--- src/rtl/vga_scaled_timing.sv ---
// VGA sync/timing generator with 2^SCALE_LOG2 upscaled framebuffer addressing,
// framebuffer read-latency compensation and a frame-synchronous colour-bar test mode.
module vga_scaled_timing #(
    parameter int H_ACTIVE   = 640,
    parameter int H_FP       = 16,
    parameter int H_SYNC     = 96,
    parameter int H_BP       = 48,
    parameter int V_ACTIVE   = 480,
    parameter int V_FP       = 10,
    parameter int V_SYNC     = 2,
    parameter int V_BP       = 33,
    parameter bit SYNC_POL   = 1'b0,
    parameter int SCALE_LOG2 = 2,
    parameter int RD_LAT     = 1,
    parameter int RGB_W      = 3,
    parameter int ADDR_W     = 15,
    parameter int CNT_W      = 10
) (
    input  logic              clock,
    input  logic              reset,
    input  logic              mode,
    input  logic [RGB_W-1:0]  pixel_rgb,
    output logic [ADDR_W-1:0] pixel_address,
    output logic [RGB_W-1:0]  vga_rgb,
    output logic              vga_hsync,
    output logic              vga_vsync,
    output logic              frame_start,
    output logic              line_start
);
    localparam int H_TOT = H_ACTIVE + H_FP + H_SYNC + H_BP;
    localparam int V_TOT = V_ACTIVE + V_FP + V_SYNC + V_BP;
    localparam int DEPTH = RD_LAT + 1;
    localparam int REP   = (RGB_W + 2) / 3;

    localparam logic [CNT_W-1:0] ONE      = CNT_W'(1);
    localparam logic [CNT_W-1:0] H_LAST   = CNT_W'(H_TOT - 1);
    localparam logic [CNT_W-1:0] V_LAST   = CNT_W'(V_TOT - 1);
    localparam logic [CNT_W-1:0] H_ACT    = CNT_W'(H_ACTIVE);
    localparam logic [CNT_W-1:0] V_ACT    = CNT_W'(V_ACTIVE);
    localparam logic [CNT_W-1:0] HS_BEGIN = CNT_W'(H_ACTIVE + H_FP);
    localparam logic [CNT_W-1:0] HS_END   = CNT_W'(H_ACTIVE + H_FP + H_SYNC);
    localparam logic [CNT_W-1:0] VS_BEGIN = CNT_W'(V_ACTIVE + V_FP);
    localparam logic [CNT_W-1:0] VS_END   = CNT_W'(V_ACTIVE + V_FP + V_SYNC);
    localparam logic [CNT_W-1:0] SUB_MASK = CNT_W'((1 << SCALE_LOG2) - 1);
    localparam logic [CNT_W-1:0] BAR_LAST = CNT_W'(H_ACTIVE / 8 - 1);
    localparam logic [ADDR_W-1:0] LINE_STEP = ADDR_W'(H_ACTIVE >> SCALE_LOG2);

    // Per-pixel control flags; syncs are carried as "asserted" so a cleared stage is idle.
    typedef struct packed {
        logic       active;
        logic       hsync;
        logic       vsync;
        logic       frame;
        logic       line;
        logic       bars;
        logic [2:0] bar;
    } stage_t;

    logic [CNT_W-1:0]  h;
    logic [CNT_W-1:0]  v;
    logic [CNT_W-1:0]  bar_cnt;
    logic [2:0]        bar_idx;
    logic [ADDR_W-1:0] line_base;
    logic              mode_f;
    logic              h_wrap;
    logic              v_wrap;
    logic              at_origin;
    logic              active0;
    stage_t            s0;
    stage_t            pipe [DEPTH];
    stage_t            tail;
    logic [3*REP-1:0]  bar_rep;
    logic [RGB_W-1:0]  rgb_next;

    assign h_wrap    = (h == H_LAST);
    assign v_wrap    = (v == V_LAST);
    assign at_origin = (h == '0) && (v == '0);
    assign active0   = (h < H_ACT) && (v < V_ACT);

    // NOTE: sequential state uses non-blocking assignments so every register
    // samples its inputs from before the edge, independent of block ordering.
    always_ff @(posedge clock) begin
        if (reset) begin
            h         <= '0;
            v         <= '0;
            line_base <= '0;
            bar_cnt   <= '0;
            bar_idx   <= '0;
        end else if (h_wrap) begin
            h       <= '0;
            bar_cnt <= '0;
            bar_idx <= '0;
            if (v_wrap) begin
                v         <= '0;
                line_base <= '0;
            end else begin
                v <= v + ONE;
                // Advance one framebuffer row after the last replicated scan line of it.
                if ((v < V_ACT) && ((v & SUB_MASK) == SUB_MASK))
                    line_base <= line_base + LINE_STEP;
            end
        end else begin
            h <= h + ONE;
            if (bar_cnt == BAR_LAST) begin
                bar_cnt <= '0;
                bar_idx <= bar_idx + 3'd1;
            end else begin
                bar_cnt <= bar_cnt + ONE;
            end
        end
    end

    // Mode is only allowed to change at the top-left pixel so a frame is never mixed.
    always_ff @(posedge clock) begin
        if (reset)
            mode_f <= 1'b0;
        else if (at_origin)
            mode_f <= mode;
    end

    always_comb begin
        s0.active = active0;
        s0.hsync  = (h >= HS_BEGIN) && (h < HS_END);
        s0.vsync  = (v >= VS_BEGIN) && (v < VS_END);
        s0.frame  = at_origin;
        s0.line   = (h == '0) && (v < V_ACT);
        s0.bars   = at_origin ? mode : mode_f;
        s0.bar    = bar_idx;
    end

    always_ff @(posedge clock) begin
        if (reset)
            pixel_address <= '0;
        else
            pixel_address <= active0 ? line_base + ADDR_W'(h >> SCALE_LOG2) : '0;
    end

    // NOTE: the delay line is a few flops, not a RAM, so it is cleared on reset;
    // that keeps every output idle until real pixels reach the end of the line.
    always_ff @(posedge clock) begin
        if (reset) begin
            for (int i = 0; i < DEPTH; i++)
                pipe[i] <= '0;
        end else begin
            pipe[0] <= s0;
            for (int i = 1; i < DEPTH; i++)
                pipe[i] <= pipe[i-1];
        end
    end

    assign tail    = pipe[DEPTH-1];
    assign bar_rep = {REP{tail.bar}};

    // NOTE: default first so no path through the block leaves rgb_next unassigned (no latch).
    always_comb begin
        rgb_next = '0;
        if (tail.active)
            rgb_next = tail.bars ? bar_rep[RGB_W-1:0] : pixel_rgb;
    end

    always_ff @(posedge clock) begin
        if (reset) begin
            vga_rgb     <= '0;
            vga_hsync   <= !SYNC_POL;
            vga_vsync   <= !SYNC_POL;
            frame_start <= 1'b0;
            line_start  <= 1'b0;
        end else begin
            vga_rgb     <= rgb_next;
            vga_hsync   <= tail.hsync ? SYNC_POL : !SYNC_POL;
            vga_vsync   <= tail.vsync ? SYNC_POL : !SYNC_POL;
            frame_start <= tail.frame;
            line_start  <= tail.line;
        end
    end

endmodule
--- config.mk ---
export PLATFORM = sky130hd
export DESIGN_NAME = vga_scaled_timing
export DESIGN_NICKNAME = d
export VERILOG_FILES = /design/src/rtl/vga_scaled_timing.sv
export SDC_FILE = /design/constraint.sdc
export NUM_CORES = 1
export LEC_CHECK = 0
export ABC_AREA = 0
export CAP_MARGIN = 20
export CORE_MARGIN = 2
export CORE_UTILIZATION = 45
export DETAILED_ROUTE_END_ITERATION = 16
export HOLD_SLACK_MARGIN = 0.15
export PLACE_DENSITY = 0.62
export SYNTH_ARGS = -nofsm -noshare
export SYNTH_HDL_FRONTEND = slang
export SYNTH_SLANG_ARGS = --single-unit
--- constraint.sdc ---
create_clock -name clock -period 3.3 [get_ports clock]
set_clock_uncertainty 0.15 [all_clocks]
set_input_delay 0.66 -clock clock [delete_from_list [all_inputs] [get_ports clock]]
set_output_delay 0.66 -clock clock [all_outputs]
set_load 0.1 [all_outputs]
Yosys cells after proc, flatten, opt, wreduce, memory -nomap -nowiden. Memory sizes are Yosys's and may differ from the RTL's. Index checks and enable logic that the tools add are counted.

Register bits after elaboration: 71. Bits in latches: 0. RAM bits: 18. Memory bits (read-only): 0. Output and inout bits: 22. Word-level logic and storage cells: 59. Memories: 1.

$add $sub $neg: 6. Multipliers: 0. Div/mod/pow operators: 0. $lt $le $gt $ge: 6. Eq/ne operators: 4. Shifts and indexed selects: 0. Mux-type cells: 12. Bitwise operators: 4. Reduce and logical (&&, ||, !) cells: 14.

Memory list: pipe (depth 2, width 9, rd ports 2, clocked after memory_dff 0, write ports 2, RTL line 70) `stage_t pipe [DEPTH];`.

Operator list (number): adder 10 x 1 -> 10 bit, second input constant (3); two-way mux 15 bit (2); == test 10 bit, second input constant (2); zero test 10 bit (2); < comparator 10 bit, second input constant (2); < comparator 10 x 9 -> 1 bit, second input constant (2); two-way mux 9 bit (2); adder 15 x 8 -> 15 bit (1); adder 15 x 8 -> 15 bit, second input constant (1); == test 10 x 7 -> 1 bit, second input constant (1); >= comparator 10 bit, second input constant (1); >= comparator 10 x 9 -> 1 bit, second input constant (1); two-way mux 10 bit (1); logical AND 1 bit (6); two-way mux 1 bit (6); OR reduction 2 bit (3); adder 3 x 1 -> 3 bit, second input constant (1); two-way mux 3 bit (1); OR reduction 3 bit (1); == test 2 bit, second input constant (1); inverter 1 bit (2); OR 1 bit (2); AND reduction 2 bit (1); nonzero test 2 bit (1).

Logic depth before layout (Yosys ltp).
Word-level depth: 4. Gate-level depth with buffers: 8.

Least setup slack after synthesis. OpenSTA, ideal clock, no wires.

Path kind: register -> register. Start: register h[0]. End: register line_base[14]. Arrival: 1644 ps. Data required time: 3057 ps. Setup slack: 1413 ps. Cell stages (with the launch flop): 7. Buffers on the path: 1. Path through: dfxtp_1 ha_1 and3_1 buf_4 nand3_2 or4b_4 o311ai_2.

Longest elaborated chain between the ends: 2.

Ends and longest elaborated chain: start: declaration (RTL line 59) `logic [CNT_W-1:0] h;`; start signal: assignment (RTL line 103) `h <= h + ONE;`; == test 10 bit (RTL line 75) `assign h_wrap = (h == H_LAST);`; AND reduction 2 bit (no line); end signal: assignment (RTL line 100) `line_base <= line_base + LINE_STEP;`; end: declaration (RTL line 63) `logic [ADDR_W-1:0] line_base;`.

Every way passes these cells. A chain may end at the register's enable or synchronous reset.

Worst setup path after layout. Ends and elaborated chain as after synthesis.

==> impl_metrics.yaml <==
outcome:
  status: "complete, no violations"
clocking:
  root_buffer: "clkbuf_8"
  cts_resized: 0
  cts_inserted_buffers: 9
  cts_tree: "done"
  cts_buffer_depth: 2
  clkTransAtPathRegs_ps: 100
  cts_setup_buffers: 0
  clock_latency_ps: 360
  cts_hold_buf: 0
  cts.sinks: 83
  htree_num_levels: 3
worst_setup_path:
  crit_cells: 5
  endpoint_kind: "flop"
  crit_required_ps: 3430
  crit_family: "simple AND/OR/NAND/NOR gates"
  slowest_delay_ps: 660
  path_max_fanout: 23
  r2r_cells: 5
  critPathKind: "flop to flop"
  crit_buf_inv: 0
  path_cells: "ha_1 -> and3_1 -> nand3_2 -> or4b_4 -> o311ai_2"
  crit_path_top_delay_cell: "or4b_4"
  cp-start-kind: "flop"
  startpoint: "h[0]"
  r2r-start: "h[0]"
  arrival_ps: 2600
synth:
  synth_edf_count: 0
  ys_ff_latch: 83
  synth.avg_cell_area_um2: 9.29
  ys_warn_count: 0
  synth-seq-area-share: 0.475
  netlist_instances: 376
  syn_area_um2: 3490
  syn_nets: 394
  synthArstFlopShare: 0
  post_synth_num_cell_types: 54
  synth_ff_type: "dfxtp_1"
detailed_routing:
  via_per_inst: 5.14
  ant_nets: 0
  drt_iter0_drc: 110
  vias: 2603
  avgRoutedWirePerCell_um: 13.3
  drc_errors: 0
  drt_wl_total_mm: 6.71
  drtPass1Iterations: 4
cells_and_area:
  multiInputGateArea_um2: 1700
  drive_above_1_share: 0.124
  num-fill-cells: 736
  antenna_cells: 0
  layout_common_cells: "dfxtp_1 (83), nor2_1 (37), nand2_1 (26)"
  nNetsFinal: 417
  area_growth_pct: 13.1
  final_area_um2: 3950
  regArea_um2: 1660
  layout_commonest_cell: "dfxtp_1"
floorplanning:
  rows: 32
  fp.dieH_um: 92.1
  initial_utilization: 0.459
  die_w_um: 92.1
  core_area_um2: 7610
  ios: 28
  dieArea_um2: 8490
grt:
  grt_start_max_net_pins: 33
  overflow: 0
  track_usage: 0.169
  grt_pass1_wl_mm: 11.4
  grt_pass1_vias: 2425
  antenna_found_initial: 0
power:
  leakagePower_nw: 1.48
  peakVddDrop_uv: 237
  intPower_mw: 1.35
  seq_power_share: 0.560
  clkPwrFrac: 0.384
  switching_power_mw: 0.502
  p_sw_frac: 0.271
  p_comb_frac: 0.056
  power_density_nw_per_um2: 468
sta:
  fmax_mhz: 406
  period_share: 0.747
  hold_viol: 0
  max_slew_margin: 0.409
  slew_violations: 0
  rsz0062_at_grt: "no"
  max_slew.worst_pin.slew_ps: 887
  min_period_ps: 2470
  setup-tns-final_ps: 0
  setup_violations: 0
worst_hold_path:
  hold_path_depth: 1
  hold_path_class: "flop to flop"
  holdCritStartpoint: "pipe[0][16]"
place:
  hpwl_mm: 4.66
  place_congestion: 0.839
  place_area_um2: 3760
  numPortBuffers: 27
job:
  maxCapViolations: 0
==> power groups by stage <==
stage	logic (mW)	clock network, mW	registers, mW
after floorplan	0.0437	0	1.09
after global routing	0.113	0.764	1.04
after detailed placement	0.105	0	1.06
final	0.104	0.711	1.04
after global placement	0.104	0	1.06
after CTS	0.105	0.731	1.04
==> final timing paths <==
check / to / slack, ps
hold / removal: vga_hsync / 230
setup / recovery: line_base[14] / 830
setup reg to reg: line_base[14] / 830
hold reg to reg: vga_hsync / 230
==> routing by layer <==
metal	part of all wire	track usage	wire length (um)
met3	0.038	0.0452	254
met5	0	0	0
met2	0.46	0.269	3070
met1	0.49	0.213	3300
met4	0.013	0.0759	87
==> worst register-to-register path, stage by stage, from the launching register on <==
cell      delay (ps)
dfxtp_1          400
ha_1             200
and3_1           340
nand3_2          430
or4b_4           670
o311ai_2         200
==> stage by stage <==
step	util	setup slack, ps	cells	total power, mW	hold slack, ps
floorplan	-	1410	376	1.14	202
global placement	0.495	754	490	1.16	208
global route	0.520	686	506	1.92	244
finish	0.520	835	506	1.85	230
detailed placement	0.495	688	490	1.17	211
CTS	0.520	829	506	1.87	234
==> cell families after synthesis <==
kind of cell	synth area share
muxes	0.0143
adders and majority gates	0.0430
DFF	0.475
other	0.00107
and+or+nand+nor	0.253
xor gates and xnor gates	0.0652
buffers and inverters	0.0383
AOI/OAI and AO/OA	0.110
==> sequential cells by signal, summed over array words and instances (netlist names), 3 cells and up <==
signal         cells
bar_cnt           10
bar_idx            3
h                 10
line_base         10
pipe              18
pixel_address     15
v                 10
vga_rgb            3
==> synthesized netlist by cell type, types with 5 or more instances <==
cell | instances | area share
nand4_1 | 11 | 0.020
and3_1 | 9 | 0.016
or4_1 | 8 | 0.017
xnor2_1 | 10 | 0.025
clkbuf_1 | 5 | 0.0054
nor2_1 | 37 | 0.040
o21ai_0 | 13 | 0.019
nand3_1 | 21 | 0.030
ha_1 | 12 | 0.043
xor2_1 | 16 | 0.040
dfxtp_1 | 83 | 0.48
inv_1 | 12 | 0.013
a21oi_1 | 18 | 0.026
and2_1 | 7 | 0.013
nor2b_1 | 14 | 0.025
mux2i_1 | 5 | 0.014
or3_1 | 7 | 0.013
nor3_1 | 6 | 0.0086
nand2_1 | 26 | 0.028
==> layout make-up <==
| type | count | share of cell area |
|---|---|---|
| Tap cell | 102 | 0.0323 |
| Inverter | 14 | 0.0133 |
| Clock inverter | 7 | 0.0168 |
| Sequential cell | 83 | 0.420 |
| Timing Repair Buffer | 28 | 0.0563 |
| Multi-Input combinational cell | 263 | 0.430 |
| Clock buffer | 9 | 0.0313 |
No activity file was read; power rests on OpenSTA's default activity.
